## src/rtl/uart_pkg.sv

```systemverilog
// ============================================================================
// uart_pkg
// Shared UART types and helpers for the RX and TX stages.
// Revision: 1.0 - initial release
// ============================================================================
`default_nettype none

package uart_pkg;

  // Receiver frame states
  typedef enum logic [1:0] {
    IDLE  = 2'd0,
    START = 2'd1,
    DATA  = 2'd2,
    STOP  = 2'd3
  } rx_state_e;

  // Core clock cycles per serial bit (integer division)
  function automatic int bit_cycles(input int clk_freq, input int baud);
    return clk_freq / baud;
  endfunction

endpackage

`default_nettype wire

```

## src/rtl/sync_fifo.sv

```systemverilog
// ============================================================================
// sync_fifo
// Show-ahead synchronous FIFO with occupancy counter and overflow indication.
// Revision: 1.0 - initial release
// ============================================================================
`default_nettype none

module sync_fifo #(
  parameter int WIDTH = 8,
  parameter int DEPTH = 8
) (
  input  logic                           clk_i,
  input  logic                           rst_i,
  input  logic                           push_i,
  input  logic [WIDTH-1:0]               wdata_i,
  input  logic                           pop_i,
  output logic [WIDTH-1:0]               rdata_o,
  output logic                           full_o,
  output logic                           empty_o,
  output logic [$clog2(DEPTH+1)-1:0]     level_o,
  output logic                           overflow_o
);

  localparam int PTR_W = $clog2(DEPTH);
  localparam int LVL_W = $clog2(DEPTH+1);

  logic [WIDTH-1:0] mem_q [DEPTH];
  logic [PTR_W-1:0] wr_ptr_q;
  logic [PTR_W-1:0] rd_ptr_q;
  logic [LVL_W-1:0] level_q;
  logic [LVL_W-1:0] level_d;
  logic             do_push;
  logic             do_pop;

  assign full_o   = (level_q == LVL_W'(DEPTH));
  assign empty_o  = (level_q == '0);
  assign do_pop   = pop_i & ~empty_o;
  // A pop frees the slot in the same cycle, so a push into a full FIFO is fine then
  assign do_push  = push_i & (~full_o | do_pop);
  assign overflow_o = push_i & full_o & ~pop_i;
  assign rdata_o  = mem_q[rd_ptr_q];
  assign level_o  = level_q;

  // Occupancy follows the net effect of push and pop
  always_comb begin
    level_d = level_q;
    if (do_push && !do_pop) begin
      level_d = level_q + LVL_W'(1);
    end else if (do_pop && !do_push) begin
      level_d = level_q - LVL_W'(1);
    end
  end

  // Storage, pointers (wrap naturally modulo DEPTH) and level register
  always_ff @(posedge clk_i) begin
    if (rst_i) begin
      for (int i = 0; i < DEPTH; i++) begin
        mem_q[i] <= '0;
      end
      wr_ptr_q <= '0;
      rd_ptr_q <= '0;
      level_q  <= '0;
    end else begin
      if (do_push) begin
        mem_q[wr_ptr_q] <= wdata_i;
        wr_ptr_q        <= wr_ptr_q + PTR_W'(1);
      end
      if (do_pop) begin
        rd_ptr_q <= rd_ptr_q + PTR_W'(1);
      end
      level_q <= level_d;
    end
  end

endmodule

`default_nettype wire

```

## src/rtl/uart_rx_buffered.sv

```systemverilog
// ============================================================================
// uart_rx_buffered
// 8N1 UART receiver with input synchronizer, deframing FSM and receive FIFO.
// Revision: 1.0 - initial release
// ============================================================================
`default_nettype none

module uart_rx_buffered
  import uart_pkg::*;
#(
  parameter int CLK_FREQ   = 25_000_000,
  parameter int BAUDRATE   = 115200,
  parameter int FIFO_DEPTH = 8
) (
  input  logic                              clk_i,
  input  logic                              rst_i,
  input  logic                              ser_rx_i,
  output logic [7:0]                        rdata_o,
  output logic                              rvalid_o,
  input  logic                              rready_i,
  output logic [$clog2(FIFO_DEPTH+1)-1:0]   level_o,
  output logic                              frame_err_o,
  output logic                              overrun_o
);

  localparam int BIT_CYCLES = bit_cycles(CLK_FREQ, BAUDRATE);
  localparam int HALF       = BIT_CYCLES / 2;
  localparam int CNT_W      = $clog2(BIT_CYCLES);
  localparam logic [CNT_W-1:0] CNT_LAST = CNT_W'(BIT_CYCLES - 1);
  localparam logic [CNT_W-1:0] CNT_MID  = CNT_W'(HALF - 1);

  if (BIT_CYCLES < 4) begin : g_chk_bit_cycles
    $fatal(1, "uart_rx_buffered: BIT_CYCLES must be >= 4");
  end
  if ((FIFO_DEPTH < 2) || ((FIFO_DEPTH & (FIFO_DEPTH - 1)) != 0)) begin : g_chk_depth
    $fatal(1, "uart_rx_buffered: FIFO_DEPTH must be a power of two >= 2");
  end

  logic            rx_meta_q;
  logic            rx_s_q;
  logic [1:0]      settle_q;
  rx_state_e       state_q, state_d;
  logic [CNT_W-1:0] cnt_q, cnt_d;
  logic [2:0]      idx_q, idx_d;
  logic [7:0]      shreg_q, shreg_d;
  logic            armed_q, armed_d;
  logic            frame_err_q, frame_err_d;
  logic            overrun_q;
  logic            push;
  logic            fifo_full;
  logic            fifo_empty;
  logic            fifo_overflow;

  // Synchronizer, settle tracker and all FSM-side registers
  always_ff @(posedge clk_i) begin
    if (rst_i) begin
      rx_meta_q   <= 1'b1;
      rx_s_q      <= 1'b1;
      settle_q    <= 2'b00;
      state_q     <= IDLE;
      cnt_q       <= '0;
      idx_q       <= '0;
      shreg_q     <= '0;
      armed_q     <= 1'b0;
      frame_err_q <= 1'b0;
      overrun_q   <= 1'b0;
    end else begin
      rx_meta_q   <= ser_rx_i;
      rx_s_q      <= rx_meta_q;
      settle_q    <= {settle_q[0], 1'b1};
      state_q     <= state_d;
      cnt_q       <= cnt_d;
      idx_q       <= idx_d;
      shreg_q     <= shreg_d;
      armed_q     <= armed_d;
      frame_err_q <= frame_err_d;
      overrun_q   <= fifo_overflow;
    end
  end

  // Deframing: start validation, mid-bit data sampling, stop check
  always_comb begin
    state_d     = state_q;
    cnt_d       = cnt_q;
    idx_d       = idx_q;
    shreg_d     = shreg_q;
    armed_d     = armed_q;
    frame_err_d = 1'b0;
    push        = 1'b0;
    unique case (state_q)
      IDLE: begin
        // The synchronizer holds its reset value for two cycles after reset;
        // only arm once rx_s really reflects the pin, so a line held low
        // through reset release cannot start a frame.
        if (rx_s_q && settle_q[1]) begin
          armed_d = 1'b1;
        end
        if (armed_q && !rx_s_q) begin
          state_d = START;
          cnt_d   = '0;
        end
      end
      START: begin
        if (cnt_q == CNT_MID) begin
          cnt_d = '0;
          if (!rx_s_q) begin
            state_d = DATA;
            idx_d   = '0;
          end else begin
            state_d = IDLE;
          end
        end else begin
          cnt_d = cnt_q + CNT_W'(1);
        end
      end
      DATA: begin
        if (cnt_q == CNT_LAST) begin
          cnt_d          = '0;
          shreg_d[idx_q] = rx_s_q;
          if (idx_q == 3'd7) begin
            state_d = STOP;
          end else begin
            idx_d = idx_q + 3'd1;
          end
        end else begin
          cnt_d = cnt_q + CNT_W'(1);
        end
      end
      STOP: begin
        if (cnt_q == CNT_LAST) begin
          cnt_d   = '0;
          state_d = IDLE;
          armed_d = 1'b0;
          if (rx_s_q) begin
            push = 1'b1;
          end else begin
            frame_err_d = 1'b1;
          end
        end else begin
          cnt_d = cnt_q + CNT_W'(1);
        end
      end
      default: begin
        state_d = IDLE;
      end
    endcase
  end

  sync_fifo #(
    .WIDTH (8),
    .DEPTH (FIFO_DEPTH)
  ) u_fifo (
    .clk_i      (clk_i),
    .rst_i      (rst_i),
    .push_i     (push),
    .wdata_i    (shreg_q),
    .pop_i      (rready_i),
    .rdata_o    (rdata_o),
    .full_o     (fifo_full),
    .empty_o    (fifo_empty),
    .level_o    (level_o),
    .overflow_o (fifo_overflow)
  );

  assign rvalid_o    = ~fifo_empty;
  assign frame_err_o = frame_err_q;
  assign overrun_o   = overrun_q;

endmodule

`default_nettype wire

```

## config.mk

```make
export PLATFORM = sky130hd
export DESIGN_NAME = uart_rx_buffered
export DESIGN_NICKNAME = d
export VERILOG_FILES = /design/src/rtl/uart_pkg.sv /design/src/rtl/sync_fifo.sv /design/src/rtl/uart_rx_buffered.sv
export SDC_FILE = /design/constraint.sdc
export NUM_CORES = 1
export LEC_CHECK = 0
export CAP_MARGIN = 40
export CORE_AREA = 3 3 95 97
export DETAILED_ROUTE_END_ITERATION = 8
export DIE_AREA = 0 0 98 100
export PLACE_DENSITY_LB_ADDON = 0.3
export SYNTH_ARGS = -nofsm -noshare
export SYNTH_HDL_FRONTEND = slang
export SYNTH_HIERARCHICAL = 1
export SYNTH_SLANG_ARGS = --single-unit
```

## constraint.sdc

```tcl
create_clock -name clk_i -period 4.2 [get_ports clk_i]
set_input_delay 0.84 -clock clk_i [delete_from_list [all_inputs] [get_ports clk_i]]
set_output_delay 0.84 -clock clk_i [all_outputs]
set_load 0.01 [all_outputs]
```

Word level (Yosys, flattened, before mapping)

Memory sizes are Yosys's and may differ from the RTL's. A register that Yosys moved wholly into a read port is not among the register bits.
Index checks and enable logic that the tools add are counted.

Output and inout bits: 15
Bits in registers: 38
Bits in writable memories: 64
Memories kept: 1
Logic and storage cells: 107
Input port bits: 4

Reductions and logical operators: 20
Magnitude comparators: 2
Equal/unequal tests: 15
Multiplexer cells: 39
Bitwise gates (word level): 10
$add $sub $neg: 6

Memories:

| name         | depth | width | read ports | clocked after Yosys merged registers in | write ports | RTL line        | text |
|---|---|---|---|---|---|---|---|
| u_fifo.mem_q | 8     | 8     | 1          | 1                                       | 8           | sync_fifo.sv:27 | `logic [WIDTH-1:0] mem_q [DEPTH];` |

Operators by type and width:

| cell                                                            | number |
|---|---|
| 8-bit two-way mux                                               | 4 |
| 8-bit case mux with 3 select lines                              | 1 |
| 3-bit two-way mux                                               | 7 |
| 2-bit inequality test, second input constant                    | 8 |
| 1-bit two-way mux                                               | 14 |
| 2-bit two-way mux                                               | 6 |
| 5-bit AND reduction                                             | 2 |
| 3-bit by 1-bit adder with 3-bit output, second input constant   | 3 |
| 8-bit by 1-bit adder with 8-bit output, second input constant   | 1 |
| 8-bit bitwise mux                                               | 1 |
| 8-bit by 7-bit == test with 1-bit output, second input constant | 1 |
| 8-bit == test, second input constant                            | 1 |
| 4-bit two-way mux                                               | 2 |
| 2-bit case mux with 4 select lines                              | 1 |
| 8-bit OR reduction                                              | 1 |
| 3-bit case mux with 2 select lines                              | 1 |
| 2-bit nonzero test                                              | 3 |
| 1-bit logical AND                                               | 5 |
| 1-bit NOT                                                       | 5 |
| 4-bit by 1-bit adder with 4-bit output, second input constant   | 1 |
| 1-bit AND                                                       | 4 |
| 2-bit == test, second input constant                            | 2 |
| 4-bit == test, second input constant                            | 1 |
| 4-bit logical NOT                                               | 1 |
| 14 further kinds                                                | 16 |

Longest topological paths before layout

Word-level depth: 10
Depth in mapped cells: 15
Gate-level depth less buffers: 14

Modules after synthesis

Netlist, hierarchy kept.

By module, submodules not included:

| module           | area each (um^2) | sequential area each (um^2) | cells each | instances |
|---|---|---|---|---|
| sync_fifo        | 3435.8           | 2182.1                      | 251        | 1 |
| uart_rx_buffered | 1425.1           | 560.5                       | 153        | 1 |

Least setup slack after synthesis

Ideal clock, no wire load.

Path type: reg2reg
Start: reg cnt_q[0]
End: reg u_fifo.level_q[3] (netlist: u_fifo/level_o[3])
Arrival time: 2808 ps
Library setup time: 121 ps
Data required time: 4079 ps
Clock period less this slack: 2929 ps
Setup slack: 1271 ps
Buffers on the path: 1
Stages on the path, launching flop included: 16
Cell sequence: dfxtp_1 inv_1 ha_1 nand4b_4 nor2_4 nand2_1 nor2_1 o21a_4 buf_6 ha_1 inv_1 ha_1 a21oi_1 a211oi_1 a31oi_1 mux2_2

Word-level cells in the longest chain between the ends: 7
Elaborated cells on any way between the ends: 9
Those cells by class: 1 x eq/ne; 3 x mux; 1 x bitwise; 4 x reduce/logical

RTL lines:

| element                      | RTL line                | text |
|---|---|---|
| start: declaration           | uart_rx_buffered.sv:43  | `logic [CNT_W-1:0] cnt_q, cnt_d;` |
| start signal: assignment     | uart_rx_buffered.sv:72  | `cnt_q <= cnt_d;` |
| 8-bit == test *              | uart_rx_buffered.sv:130 | `if (cnt_q == CNT_LAST) begin` |
| 1-bit two-way mux *          | uart_rx_buffered.sv:130 |  |
| 1-bit two-way mux *          | uart_rx_buffered.sv:90  | `unique case (state_q)` |
| via push                     | uart_rx_buffered.sv:49  | `logic push;` |
| 1-bit AND *                  | sync_fifo.sv:39         | `assign do_push = push_i & (~full_o \| do_pop);` |
| 1-bit logical NOT            | sync_fifo.sv:49         | `end else if (do_pop && !do_push) begin` |
| 1-bit logical AND            | sync_fifo.sv:49         |  |
| 2-bit nonzero test (no line) | n/a                     |  |
| end signal: assignment       | sync_fifo.sv:71         | `level_q <= level_d;` |
| end: declaration             | sync_fifo.sv:30         | `logic [LVL_W-1:0] level_q;` |

The timed path passes the listed nets; every way through them passes the cells marked *.
A chain may end at the register's enable or synchronous reset.

==> summary.md <==
| Metric | Value |
|---|---|
| Worst-Skew Late Latency | 350 ps |
| Die Height | 100 µm |
| I/O pins | 19 |
| P per Cell Area | 333 mW/mm² |
| Vias post-DR | 3097 |
| IR drop worst, VDD | 0.197 mV |
| DRT iter0 DRCs | 280 |
| Startpoint types | flip-flop |
| Crit Path Class | flip-flop to output pin |
| R2R Path End | u_fifo/level_o[3] |
| DR WL/cell | 17.6 µm |
| Final hold violations | 0 |
| Max-capacitance violation count | 0 |
| Area of the mapped netlist | 0.00486 mm² |
| Total Neg Setup Slack | 0 ps |
| Drt drc | 0 |
| Leak | 1.76 nW |
| Postcts setup bufs | 0 |
| Crit end category | output pin |
| Final WL | 9200 µm |
| Multi-input logic area | 0.00198 mm² |
| Die Wd | 98 µm |
| CTS tree | yes |
| DRT Pass-1 Iters | 5 |
| Max Root-Sink Buffers | 2 |
| Routed Antenna Nets | 0 |
| Vias in the first global route | 3024 |
| Post-route cell area | 0.00526 mm² |
| Final HPWL DP | 6230 µm |
| Via density | 5.91 |
| Final worst-path cycle share | 78.1% |
| Slew @ Worst Pin | 847 ps |
| Flop2flop setup slack | 980 ps |
| Run status | complete, no violations |
| RePlAce Congestion | 0.843 |
| CTS Root Cell | clkbuf_8 |
| Critical path data arrival time | 2440 ps |
| Relative max-transition margin | 43.4% |
| Critical Path RT | 3360 ps |
| Congestion Overflow GR | 0 |
| Avg Cell Area, Syn | 12.1 µm² |
| GRT Resource Usage Total | 20.1% |
| Worst Reg-to-Reg Cells | 14 |
| Cells after synthesis | 403 |
| Net count, final | 428 |
| Fillers | 646 |
| DP Area | 0.00509 mm² |
| N_diodes | 0 |
| RSZ-0062 raised after global routing | false |
| Clk slew on worst S/H paths | 90 ps |
| Largest net degree at the start of global routing | 23 |
| Critical Path Sink | rdata_o[6] |
| Clock skew | 8.37 ps |
| Initial antenna violation count | 0 |
| Initial Utilization | 59.1% |
| FF-to-FF Start | cnt_q[0] |
| Post-CTS Resized | 0 |
| Clk sinks | 105 |
| First-pass GRT wire length | 15500 µm |
| Warnings, synthesis | 6 |
| # hold bufs at CTS | 0 |
| Crit path time final | 3280 ps |
| Row cnt | 33 |
| Core Area | 0.00822 mm² |
| Die area | 0.00980 mm² |
| Ratio of cells with drive above 1 in the final layout | 15.3% |
| H-tree depth | 3 |
| Total CTS buffers | 9 |
| Final setup viols | 0 |
| Max Slew Vio Count | 0 |
| Area delta synth->final | 8.24% |
| Mapped Nets | 417 |
| Type of the most critical hold path | flip-flop to flip-flop |
| IO buf count | 18 |
| Register Area | 0.00274 mm² |
| Achievable Freq | 0.305 GHz |
| Crit path max fanout | 16 |
==> report_power, final <==
| group | total, mW | leakage, nW | switching, mW | internal, mW |
|---|---|---|---|---|
| Clock | 0.546 | 0.0912 | 0.330 | 0.216 |
| Combinational | 0.0714 | 0.727 | 0.0394 | 0.0320 |
| Sequential | 1.14 | 0.939 | 0.0120 | 1.12 |
==> registers in the layout, summed over array words and instances (netlist names), named ones only <==
register,flops
overrun_o,1
frame_err_o,1
u_fifo/mem_q,64
u_fifo/rd_ptr_q,3
u_fifo/wr_ptr_q,3
rx_meta_q,1
u_fifo/level_o,4
settle_q,2
state_q,1
cnt_q,8
rx_s_q,1
shreg_q,8
armed_q,1
idx_q,3
==> through the flow <==
stage	hold slack, ps	total power, mW	setup slack [ps]	std cells	util [%]
floorplan	389	1.20	1270	403	-
global placement	393	1.23	1000	508	61.9
detailed placement	401	1.23	959	508	61.9
CTS	427	1.77	889	524	64.0
global route	452	1.82	734	524	64.0
finish	421	1.75	920	524	64.0
==> routing by layer <==
| layer | vias up | GRT usage (%) | wire (µm) |
|---|---|---|---|
| met4 | 0 | 6.28 | 134 |
| met3 | 10 | 4.03 | 529 |
| met1 | 1491 | 26.8 | 3950 |
| met2 | 127 | 33.6 | 4580 |
| met5 | - | 0 | 0 |
| li1 | 1469 | - | - |
==> cell type report <==
class                   count  area share (%)
clock inverters             7           0.857
clock buffers               9            2.36
multi-input cells         268            37.6
repair buffers             21            3.86
well taps                 105            2.50
inverters                   9           0.643
flip-flops and latches    105            52.2
==> critical path: stages, from the launching register on <==
cell             delay, ps
dfxtp_1                870
mux4_2                 440
mux2_2                 300
clkdlybuf4s50_1        480
==> worst min path at each step <==
stage | depth (start not counted) | from | slack [ps] | end
finish | 1 | rx_meta_q | 420 | rx_s_q
global route | 1 | rx_meta_q | 450 | rx_s_q
CTS | 1 | rx_meta_q | 430 | rx_s_q
detailed placement | 1 | rx_meta_q | 400 | rx_s_q
global placement | 1 | rx_meta_q | 390 | rx_s_q
floorplan | 1 | rx_meta_q | 390 | rx_s_q
==> cell usage in the layout (no fill, tap or decap), types with 2 or more instances in the layout <==
cell	count
nor2_1	98
edfxtp_1	64
dfxtp_1	41
nand2_1	23
clkdlybuf4s50_1	18
mux4_2	16
mux2i_1	13
nand3_1	10
inv_1	9
a21oi_1	9
ha_1	9
clkbuf_8	9
mux2_2	9
nor2b_1	8
xor2_1	5
xnor2_1	4
a31o_2	4
a22o_1	3
nor3_1	3
nor3b_1	3
clkinv_2	3
buf_4	3
a21o_1	3
nand2_2	3
nand2b_1	2
nor4_1	2
o211ai_1	2
nor4b_1	2
a31o_1	2
nand4_1	2
o21ai_0	2
a31oi_1	2
or2_2	2
nand3b_1	2
inv_6	2
Note: power is estimated with default switching activity, not from simulation.
